$ cat src/rtl/muldiv_unit.sv
// Iterative RV32M multiply/divide unit: shift-add multiply, restoring divide, one-cycle write-back.
// Optional: define MULDIV_FAST_MUL_EN for a single-cycle combinational multiplier path.
module muldiv_unit #(
  parameter int unsigned WIDTH = 32
) (
  input  logic             clk_i,
  input  logic             rstn_i,
  input  logic             start_i,
  input  logic [2:0]       op_i,
  input  logic [WIDTH-1:0] rs1_data_i,
  input  logic [WIDTH-1:0] rs2_data_i,
  input  logic [4:0]       rd_idx_i,
  input  logic             flush_i,
  output logic             ready_o,
  output logic             wr_en_o,
  output logic [4:0]       rd_idx_o,
  output logic [WIDTH-1:0] rd_data_o
);

  localparam int unsigned CntW = $clog2(WIDTH) + 1;
  localparam logic [WIDTH-1:0] MinVal = {1'b1, {(WIDTH-1){1'b0}}};

  typedef enum logic [1:0] {StIdle, StCalc, StDone} state_e;

  state_e             r_state, w_state_nxt;
  logic [2:0]         r_op;
  logic [4:0]         r_rd_idx;
  logic [CntW-1:0]    r_cnt;
  logic               r_neg;
  logic [WIDTH-1:0]   r_b;
  logic [2*WIDTH-1:0] r_acc;
  logic [WIDTH-1:0]   r_rd_data;

  logic               w_accept, w_last, w_special, w_fast;
  logic               w_a_neg, w_b_neg, w_neg;
  logic               w_div_zero, w_ovf;
  logic [WIDTH-1:0]   w_a_mag, w_b_mag, w_special_res;
  logic [WIDTH:0]     w_sum, w_rem_sh, w_diff;
  logic [2*WIDTH-1:0] w_acc_nxt, w_prod_s;
  logic [WIDTH-1:0]   w_div_sel, w_result;

  // Accept-time operand decode: sign handling and divide special cases.
  always_comb begin
    w_accept   = start_i & (r_state == StIdle) & ~flush_i;
    w_a_neg    = rs1_data_i[WIDTH-1] & ((op_i == 3'b000) | (op_i == 3'b001) | (op_i == 3'b010) |
                                        (op_i == 3'b100) | (op_i == 3'b110));
    w_b_neg    = rs2_data_i[WIDTH-1] & ((op_i == 3'b000) | (op_i == 3'b001) |
                                        (op_i == 3'b100) | (op_i == 3'b110));
    w_a_mag    = w_a_neg ? -rs1_data_i : rs1_data_i;
    w_b_mag    = w_b_neg ? -rs2_data_i : rs2_data_i;
    w_neg      = (op_i[2] & op_i[1]) ? w_a_neg : (w_a_neg ^ w_b_neg);
    w_div_zero = op_i[2] & (rs2_data_i == '0);
    w_ovf      = op_i[2] & ~op_i[0] & (rs1_data_i == MinVal) & (rs2_data_i == '1);
    w_special  = w_div_zero | w_ovf;
    if (w_div_zero) begin
      w_special_res = op_i[1] ? rs1_data_i : '1;
    end else begin
      w_special_res = op_i[1] ? '0 : rs1_data_i;
    end
`ifdef MULDIV_FAST_MUL_EN
    w_fast = ~op_i[2];
`else
    w_fast = 1'b0;
`endif
  end

`ifdef MULDIV_FAST_MUL_EN
  logic [2*WIDTH-1:0] w_fast_mag, w_fast_prod;
  logic [WIDTH-1:0]   w_fast_res;
  always_comb begin
    w_fast_mag  = {{WIDTH{1'b0}}, w_a_mag} * {{WIDTH{1'b0}}, w_b_mag};
    w_fast_prod = w_neg ? -w_fast_mag : w_fast_mag;
    w_fast_res  = (op_i == 3'b000) ? w_fast_prod[WIDTH-1:0] : w_fast_prod[2*WIDTH-1:WIDTH];
  end
`endif

  // One iteration step; r_acc holds {partial, multiplier} or {remainder, dividend/quotient}.
  always_comb begin
    w_last   = (r_cnt == CntW'(WIDTH - 1));
    w_sum    = {1'b0, r_acc[2*WIDTH-1:WIDTH]} + {1'b0, (r_acc[0] ? r_b : {WIDTH{1'b0}})};
    w_rem_sh = {r_acc[2*WIDTH-1:WIDTH], r_acc[WIDTH-1]};
    w_diff   = w_rem_sh - {1'b0, r_b};
    if (r_op[2]) begin
      if (!w_diff[WIDTH]) begin
        w_acc_nxt = {w_diff[WIDTH-1:0], r_acc[WIDTH-2:0], 1'b1};
      end else begin
        w_acc_nxt = {w_rem_sh[WIDTH-1:0], r_acc[WIDTH-2:0], 1'b0};
      end
    end else begin
      w_acc_nxt = {w_sum, r_acc[WIDTH-1:1]};
    end
    w_prod_s  = r_neg ? -w_acc_nxt : w_acc_nxt;
    w_div_sel = r_op[1] ? w_acc_nxt[2*WIDTH-1:WIDTH] : w_acc_nxt[WIDTH-1:0];
    if (r_op[2]) begin
      w_result = r_neg ? -w_div_sel : w_div_sel;
    end else if (r_op == 3'b000) begin
      w_result = w_prod_s[WIDTH-1:0];
    end else begin
      w_result = w_prod_s[2*WIDTH-1:WIDTH];
    end
  end

  always_comb begin
    w_state_nxt = r_state;
    case (r_state)
      StIdle: begin
        if (w_accept) w_state_nxt = (w_special | w_fast) ? StDone : StCalc;
      end
      StCalc: begin
        if (flush_i)     w_state_nxt = StIdle;
        else if (w_last) w_state_nxt = StDone;
      end
      StDone:  w_state_nxt = StIdle;
      default: w_state_nxt = StIdle;
    endcase
  end

  always_ff @(posedge clk_i or negedge rstn_i) begin
    if (!rstn_i) r_state <= StIdle;
    else         r_state <= w_state_nxt;
  end

  always_ff @(posedge clk_i or negedge rstn_i) begin
    if (!rstn_i) begin
      r_op      <= '0;
      r_rd_idx  <= '0;
      r_cnt     <= '0;
      r_neg     <= 1'b0;
      r_b       <= '0;
      r_acc     <= '0;
      r_rd_data <= '0;
    end else if (w_accept) begin
      r_op     <= op_i;
      r_rd_idx <= rd_idx_i;
      r_cnt    <= '0;
      r_neg    <= w_neg;
      if (op_i[2]) begin
        r_b   <= w_b_mag;
        r_acc <= {{WIDTH{1'b0}}, w_a_mag};
      end else begin
        r_b   <= w_a_mag;
        r_acc <= {{WIDTH{1'b0}}, w_b_mag};
      end
      if (w_special) r_rd_data <= w_special_res;
`ifdef MULDIV_FAST_MUL_EN
      if (w_fast) r_rd_data <= w_fast_res;
`endif
    end else if ((r_state == StCalc) && !flush_i) begin
      r_acc <= w_acc_nxt;
      r_cnt <= r_cnt + CntW'(1);
      if (w_last) r_rd_data <= w_result;
    end
  end

  assign ready_o   = (r_state == StIdle);
  assign wr_en_o   = (r_state == StDone) & ~flush_i;
  assign rd_idx_o  = r_rd_idx;
  assign rd_data_o = r_rd_data;

endmodule

$ cat config.mk
export PLATFORM = sky130hd
export DESIGN_NAME = muldiv_unit
export DESIGN_NICKNAME = d
export VERILOG_FILES = /design/src/rtl/muldiv_unit.sv
export SDC_FILE = /design/constraint.sdc
export NUM_CORES = 1
export LEC_CHECK = 0
export CORE_MARGIN = 2
export CORE_UTILIZATION = 50
export DETAILED_ROUTE_END_ITERATION = 10
export PLACE_DENSITY = 0.7
export SYNTH_ARGS = -nofsm -noshare
export SYNTH_HDL_FRONTEND = slang
export SYNTH_SLANG_ARGS = --single-unit
export TNS_END_PERCENT = 5
$ cat constraint.sdc
create_clock -name clk_i -period 10.2 [get_ports clk_i]
set_input_delay 2.04 -clock clk_i [delete_from_list [all_inputs] [get_ports clk_i]]
set_output_delay 2.04 -clock clk_i [all_outputs]
set_load 0.05 [all_outputs]
# Word level (Yosys, flattened, before mapping)
# Cells that the tools add are included.
# classes
n_eq_ne	12
n_addsub	7
n_reduce_logical	10
bitwise	20
muxes	29
# ops
operator	count
$mux 32	16
$mux 64	5
$neg 32->32	3
$eq 32x32->1 const B	2
$neg 64->64	1
$add 32x32->33	1
$sub 33x32->33	1
$logic_not 32->1	1
$mux 6	2
$and 1x1->1	10
$mux 2	4
$or 1x1->1	7
$add 6x1->6 const B	1
$eq 3x3->1 const B	2
$eq 6x5->1 const B	1
$logic_not 3->1	2
$ne 2x1->1 const B	2
$pmux 2 s2	1
$reduce_bool 2->1	2
$eq 3x1->1 const B	1
$eq 3x2->1 const B	1
$ne 3x3->1 const B	1
$reduce_and 3->1	1
$eq 2x1->1 const B	1
other kinds (8)	9
# word_totals
word_cells	86
register_bits	145
in_bits	76
output_inout_bits	39

# Longest topological paths before layout
# Gate-level depths: netlist (run 1).
# depth
word_depth	10
mapped_depth	27
mapped_depth_nobuf	25

# Least setup slack after synthesis (run 1)
# Ideal clock, no wire load.
# synth_timing
path_type	register to register
startpoint	register r_op[2]
endpoint	register r_rd_data[26], in the netlist rd_data_o[26]
path_buffers	10
period_less_slack_ns	5.857
stages_incl_launch_ff	26
setup_time_ns	0.121
t_arrival_ns	5.736
path_slack_ns	4.343
t_required_ns	10.079
path_cell_list	dfrtp_1 -> buf_2 -> buf_4 -> buf_2 -> clkbuf_1 -> buf_2 -> buf_1 -> clkbuf_1 -> buf_2 -> buf_2 -> mux2i_1 -> ha_1 -> o21ai_0 -> nor2_1 -> nand2_1 -> or4_1 -> clkbuf_1 -> or2_1 -> a21oi_1 -> nand2_1 -> nor4_1 -> nand3_1 -> o21ai_0 -> xor2_1 -> a21oi_1 -> o22a_1
# synth_between
elab_chain_len	8
elab_cells_between_ends	12
cone_classes	add/sub: 2; mux: 9; reduce/logical: 1
# synth_lines
item	line	source
start: declaration	26	logic [2:0] r_op;
start signal: assignment	133	r_op <= op_i;
$mux 64	83	if (r_op[2]) begin
$neg 64->64 or $mux 32 (tied branches)	92, 93	
$mux 64 or $neg 32->32 (tied branches)	92, 95	
$mux 32, on equally long branches	96, 95	
$mux 32 (*)	94	if (r_op[2]) begin
$mux 32 (*)	151	if (w_last) r_rd_data <= w_result;
$mux 32 (*)	148	end else if ((r_state == StCalc) && !flush_i) begin
$mux 32 (*)	132	end else if (w_accept) begin
end signal: assignment	144	if (w_special) r_rd_data <= w_special_res;
end signal: assignment	151	
end: declaration	32	logic [WIDTH-1:0] r_rd_data;
# Every way passes the cells marked *; elsewhere a longest branch is shown, timed or not. The select of a mux whose other input is x is not followed.
# A chain may end at the register's enable or synchronous reset.

# Worst setup path after layout (run 1)
# layout_timing
startpoint	register r_acc[31]
endpoint	register r_rd_data[26], in the netlist rd_data_o[26]
# layout_between
elab_chain_len	10
elab_cells_between_ends	13
cone_classes	add/sub: 3; mux: 10
# layout_lines
item	line	source
start: declaration	31	logic [2*WIDTH-1:0] r_acc;
start signal: assignment	139	r_acc <= {{WIDTH{1'b0}}, w_a_mag};
start signal: assignment	142	r_acc <= {{WIDTH{1'b0}}, w_b_mag};
start signal: assignment	149	r_acc <= w_acc_nxt;
$sub 33x32->33	82	w_diff = w_rem_sh - {1'b0, r_b};
$mux 64	84	if (!w_diff[WIDTH]) begin
$mux 64 (*)	83	
$neg 64->64 or $mux 32 (tied branches)	92, 93	
$mux 64 or $neg 32->32 (tied branches)	92, 95	
$mux 32, on equally long branches	96, 95	
$mux 32 (*)	94	
$mux 32 (*)	151	
$mux 32 (*)	148	
$mux 32 (*)	132	
# Marked as above.

==> results of run 1 <==
## kinds of logic after synthesis
logic type                 share of synthesized area [%]
adders and majority gates                           5.39
and+or+nand+nor                                     22.9
buffers and inverters                               5.27
xor gates and xnor gates                            9.27
muxes                                               4.85
AOI/OAI and AO/OA                                   31.0
DFF                                                 21.3
## final timing paths
check,start,end,cells past startpoint
min in group asynchronous,rstn_i,rd_data_o[23],1
max in group asynchronous,rstn_i,r_op[2],2
hold / removal,rd_idx_o[2],rd_idx_o[2],2
hold reg to reg,rd_idx_o[2],rd_idx_o[2],2
setup reg to reg,r_acc[31],rd_data_o[26],25
setup / recovery,r_acc[31],rd_data_o[26],25
## stage by stage
stage | utilization, % | hold WS, ps | total power (uW)
finish | 56.5 | 481 | 5700
global placement | 54.7 | 456 | 4850
global route | 56.4 | 510 | 5970
CTS | 56.4 | 482 | 5530
floorplan | - | 460 | 3580
detailed placement | 54.7 | 466 | 4850
## area by class of cell
type                    count  area (sq um)
multi-input cells        2004         12500
well taps                 448           561
clock inverters            15           158
clock buffers              17           425
flip-flops and latches    145          3630
fillers                  3244         14600
diodes                      7          17.5
inverters                  66           248
repair buffers            147          1390
## sequential cells by signal, indices dropped and copies added (netlist names)
register and count:
r_op 3, r_neg 1, r_cnt 6, rd_data_o 32, r_acc 64, r_b 32, r_state 2, rd_idx_o 5
## worst register-to-register path, cell delays in order, from the launching register on
cell and delay, ps:
dfrtp_1 510, inv_1 140, ha_1 240, inv_1 80, fa_1 240, a211oi_2 100, o211ai_2 300, nand4_1 190
nand2_1 200, o211a_1 800, nor2_2 100, a21oi_1 390, ha_1 280, o21ai_0 240, nor2_1 360, nand2_1 190
or4_1 610, or2_1 310, a21oi_1 360, nand2_1 200, nor4_1 820, nand3_1 330, o21ai_0 290, xor2_1 170
a21oi_1 90, o22a_1 190
## synthesized netlist by cell type (all sizes together) (61+ instances only)
| cell type | number |
|---|---|
| nand2 | 324 |
| o21ai | 253 |
| a21oi | 237 |
| nor2 | 199 |
| dfrtp | 145 |
| clkbuf | 113 |
| xnor2 | 103 |
| xor2 | 77 |
| ha | 70 |
| nor3 | 66 |
| inv | 65 |
| mux2i | 61 |
## power groups by stage
stage | clock network, uW | logic, uW | registers, uW
global route | 687 | 4320 | 966
global placement | 0 | 3910 | 937
finish | 667 | 4080 | 954
detailed placement | 0 | 3900 | 946
floorplan | 0 | 2740 | 842
CTS | 666 | 3930 | 935
## routing by layer
layer	wire (um)	vias to the layer above	GRT usage, %
li1	-	8691	-
met5	42	-	0
met1	30500	9219	56.1
met4	5990	6	29.0
met3	8810	296	10.6
met2	31800	1352	61.9
==> impl_metrics.py, run 1 <==
metrics = {
    "layout": {
        "final_cell_mix": "322 x nand2_1, 241 x o21ai_0, 230 x a21oi_1",
        "nets": 2529,
        "mostFrequentLayoutCell": "nand2_1",
        "syn_to_final_growth_pct": 11.3,
        "layout.cells.non_filler": 2849,
        "final_area_sq_mm": 0.0189,
        "drive_gt1_share_pct": 6.06,
    },
    "sta": {
        "setup_tns_ps": 0,
        "setup_ws_ps": 2350,
        "slew_violations": 0,
        "max_slew_margin_pct": 15.4,
        "finalSetupViolCount": 0,
        "skew_ps": 17.9,
        "period_minus_slack_ps": 7850,
        "hold_violations": 0,
        "rsz0062_at_grt": "no",
        "fmax_ghz": 0.127,
        "worst_slew_pin_slew_ps": 1270,
        "period_share_pct": 77.0,
    },
    "route": {
        "drtIter0Drc": 2791,
        "firstDrtPassIters": 6,
        "vias_per_cell": 6.87,
        "post_drt_wl_per_cell_um": 27.1,
        "totalWireLength_um": 77100,
        "routed-via-count": 19600,
        "antenna_left": 0,
        "drc": 0,
    },
    "worst_setup_path": {
        "endpoint_kind": "flip-flop",
        "max_stage_delay_ps": 820,
        "cp_slowest_cell": "nor4_1",
        "reg2reg_setup_slack_ps": 2350,
        "cp.required_ps": 10570,
        "path_class": "flip-flop to flip-flop",
        "worstSetupStartpointType": "flip-flop",
        "arrival_ps": 8220,
        "crit_family": "simple AND/OR/NAND/NOR gates",
        "path_buf_inv": 2,
        "path_max_fanout": 21,
    },
    "synth": {
        "synth_edf_count": 0,
        "synth_area_per_cell_sq_um": 7.16,
        "synthCells": 2374,
        "ys_async_sr_fraction_pct": 100,
        "yosysSeqAreaShare_pct": 21.3,
        "ys_top_cells_by_area": "dfrtp_1 21%, nand2_1 7.1%, o21ai_0 7.1%, a21oi_1 6.8%, xnor2_1 5.3%",
        "synth_top_area_share_pct": 21.3,
        "ys_warn_count": 0,
        "yosysUniqueCellTypes": 95,
        "synth_ff_type": "dfrtp_1",
        "syn_area_sq_mm": 0.0170,
        "synth_area_leader_cell": "dfrtp_1",
        "synth_seq_cells": 145,
        "synth.net_count": 2522,
    },
    "place": {
        "dp_hpwl_um": 58800,
        "dp_cells": 2810,
        "numPortBuffers": 114,
        "post_dp_cell_area_sq_mm": 0.0183,
        "gp_congestion": 1.08,
        "dpl_worst_slack_ps": 2790,
    },
    "global_routing": {
        "grt_max_degree": 109,
        "antenna_found_initial": 8,
        "grt_overflow": 0,
        "grt_pass1_wl_um": 113000,
        "grtUsageTotal_pct": 42.7,
        "grt_pass1_vias": 17700,
    },
    "power": {
        "switching_share_pct": 58.1,
        "p_int_uw": 2390,
        "p_leak_uw": 0.00751,
        "combPwrFrac_pct": 71.6,
        "power_density_mw_per_mm2": 301,
        "clkPwrFrac_pct": 11.7,
        "vdd_drop_max_mv": 0.158,
        "netSwitchingPower_uw": 3310,
        "seq_power_share_pct": 16.7,
    },
    "floorplan": {
        "fp-row-count": 67,
        "die_x_um": 188,
        "ios": 115,
        "core-area_sq_mm": 0.0335,
        "start_util_pct": 50.7,
        "die_y_um": 188,
        "dieArea_sq_mm": 0.0355,
    },
    "hold_path": {
        "holdCritPathClass": "flip-flop to flip-flop",
    },
    "clock_tree": {
        "clock_latency_ps": 480,
        "ctsHoldBuffers": 0,
        "clk_pin_slew_ps": 80,
        "clockRootBuffer": "clkbuf_16",
        "cts_tree": "done",
        "post_cts_buffers": 0,
        "cts_resized": 0,
        "clock_path_buffers": 2,
        "cts_max_level": 4,
        "clock_sinks": 145,
        "cts_buffers": 17,
    },
    "status": {
        "status": "complete, no violations",
    },
    "run": {
        "max_cap_viol_count": 0,
    },
}
Power figures use the tool's default switching activity.
==> run 2: changes to the inputs <==
PLACE_DENSITY = 0.73   (was 0.7)
clock period = 6.5 ns   (was 10.2 ns; I/O delays follow)
==> impl_metrics.py, run 2 (synthesis results as in run 1) <==
metrics = {
    "route": {
        "firstDrtPassIters": 6,
        "vias_per_cell": 6.84,
        "routed-via-count": 19700,
        "drc": 0,
        "drtIter0Drc": 2868,
        "post_drt_wl_per_cell_um": 27.2,
        "totalWireLength_um": 78500,
        "antenna_left": 0,
    },
    "worst_setup_path": {
        "worstSetupStartpointType": "flip-flop",
        "cp.required_ps": 6860,
        "path_class": "flip-flop to flip-flop",
        "endpoint_kind": "flip-flop",
        "arrival_ps": 6600,
        "path_max_fanout": 26,
    },
    "layout": {
        "nets": 2567,
        "largest_reg_flops": 64,
        "final_util_pct": 57.5,
        "drive_gt1_share_pct": 7.73,
        "seqCellArea_sq_mm": 0.00364,
        "mostFrequentLayoutCell": "nand2_1",
        "syn_to_final_growth_pct": 13.3,
        "num-fill-cells": 3286,
        "multi_input_area_sq_mm": 0.0125,
        "final_cell_mix": "322 x nand2_1, 241 x o21ai_0, 230 x a21oi_1",
        "top_register": "r_acc",
        "layout.cells.non_filler": 2884,
    },
    "place": {
        "dpl_worst_slack_ps": 186,
        "numPortBuffers": 114,
        "gp_congestion": 1.13,
        "dp_hpwl_um": 61200,
        "dp_cells": 2846,
    },
    "sta": {
        "slew_violations": 0,
        "worst_slew_pin_slew_ps": 984,
        "fmax_ghz": 0.160,
        "period_minus_slack_ps": 6230,
        "setup_ws_ps": 266,
        "rsz0062_at_grt": "no",
        "max_slew_margin_pct": 34.4,
        "period_share_pct": 95.9,
        "hold_violations": 0,
        "setup_tns_ps": 0,
        "finalSetupViolCount": 0,
        "skew_ps": 16.6,
    },
    "global_routing": {
        "grt_pass1_wl_um": 116000,
        "grt_pass1_vias": 18200,
        "grt_overflow": 0,
        "grtUsageTotal_pct": 43.7,
        "grt_max_degree": 107,
        "antenna_found_initial": 5,
    },
    "power": {
        "p_leak_uw": 0.00771,
        "power_density_mw_per_mm2": 477,
        "vdd_drop_max_mv": 0.285,
    },
    "floorplan": {
        "dieArea_sq_mm": 0.0355,
        "die_y_um": 188,
        "ios": 115,
        "start_util_pct": 50.7,
        "fp-row-count": 67,
        "die_x_um": 188,
        "core-area_sq_mm": 0.0335,
    },
    "clock_tree": {
        "clock_path_buffers": 2,
        "clockRootBuffer": "clkbuf_16",
        "clock_latency_ps": 480,
        "cts_max_level": 4,
        "clk_pin_slew_ps": 80,
        "clock_sinks": 145,
        "ctsHoldBuffers": 0,
        "cts_buffers": 17,
        "cts_tree": "done",
    },
    "run": {
        "max_cap_viol_count": 0,
    },
    "status": {
        "status": "complete, no violations",
    },
    "hold_path": {
        "holdCritPathClass": "flip-flop to flip-flop",
    },
}
## run 2: cell types whose count changed in the layout (fill, tap and decap cells not counted), moves of 2 or more
| cell | delta |
|---|---|
| clkinv_8 | +4 |
| clkinv_4 | +2 |
| diode_2 | -3 |
| inv_6 | -4 |
| buf_4 | +37 |
## run 2: metrics by stage
step | area (sq um) | hold slack (ps) | power (uW)
global route | 19300 | 506 | 9630
global placement | 18600 | 456 | 7820
floorplan | 17000 | 460 | 5620
CTS | 19200 | 480 | 8900
finish | 19300 | 476 | 9200
detailed placement | 18600 | 461 | 7820
## run 2: layer usage
layer  up-vias  routed length, um  GRT usage (%)
met3       249               9200           11.2
met1      9390              30900           57.7
li1       8785                  -              -
met5         -                 12          0.549
met2      1305              32600           62.9
met4         2               5830           28.9
## run 2: report_power, final
part | internal, uW | switching, uW | leakage [uW] | total (uW)
sequential | 1110 | 400 | 0.00188 | 1510
clock | 521 | 528 | 0.000296 | 1050
combinational | 2240 | 4400 | 0.00554 | 6640
total | 3870 | 5330 | 0.00771 | 9200
## run 2: worst paths after layout
check	startpoint	end	slack (ps)	cells past startpoint
max	r_acc[31]	rd_data_o[28]	270	19
min	rd_idx_o[1]	rd_idx_o[1]	480	2
max reg2reg	r_acc[31]	rd_data_o[28]	270	19
min reg2reg	rd_idx_o[1]	rd_idx_o[1]	480	2
max in group asynchronous	rstn_i	r_acc[0]	4150	2
min in group asynchronous	rstn_i	r_acc[55]	870	1
## run 2: timing repair
| action | 4_1_cts | 5_1_grt |
|---|---|---|
| buffers inserted | 0 | 2 |
| gates resized for setup | 0 | 7 |
| endpoints found under the setup margin | 0 | 10 |
## run 2: layout make-up
cell class	instances	area share, %
multi-input combinational	2004	65.0
sequential	145	18.9
timing repair buffer	185	8.74
tap	448	2.91
clock buffer	17	2.21
inverter	66	1.29
clock inverter	15	0.967
antenna	4	0.0519
## run 2: critical path, stage by stage (launching register included)
cell,delay (ps)
dfrtp_1,480
inv_1,140
ha_1,230
inv_1,70
fa_1,430
a211oi_2,270
o211ai_2,190
nand4_1,170
nand2_1,160
o211a_1,290
nor2_2,150
buf_4,390
mux2i_2,510
o211ai_1,320
or4b_1,770
or3_1,500
o41ai_1,490
xor2_1,210
nand2_1,80
a31o_1,240
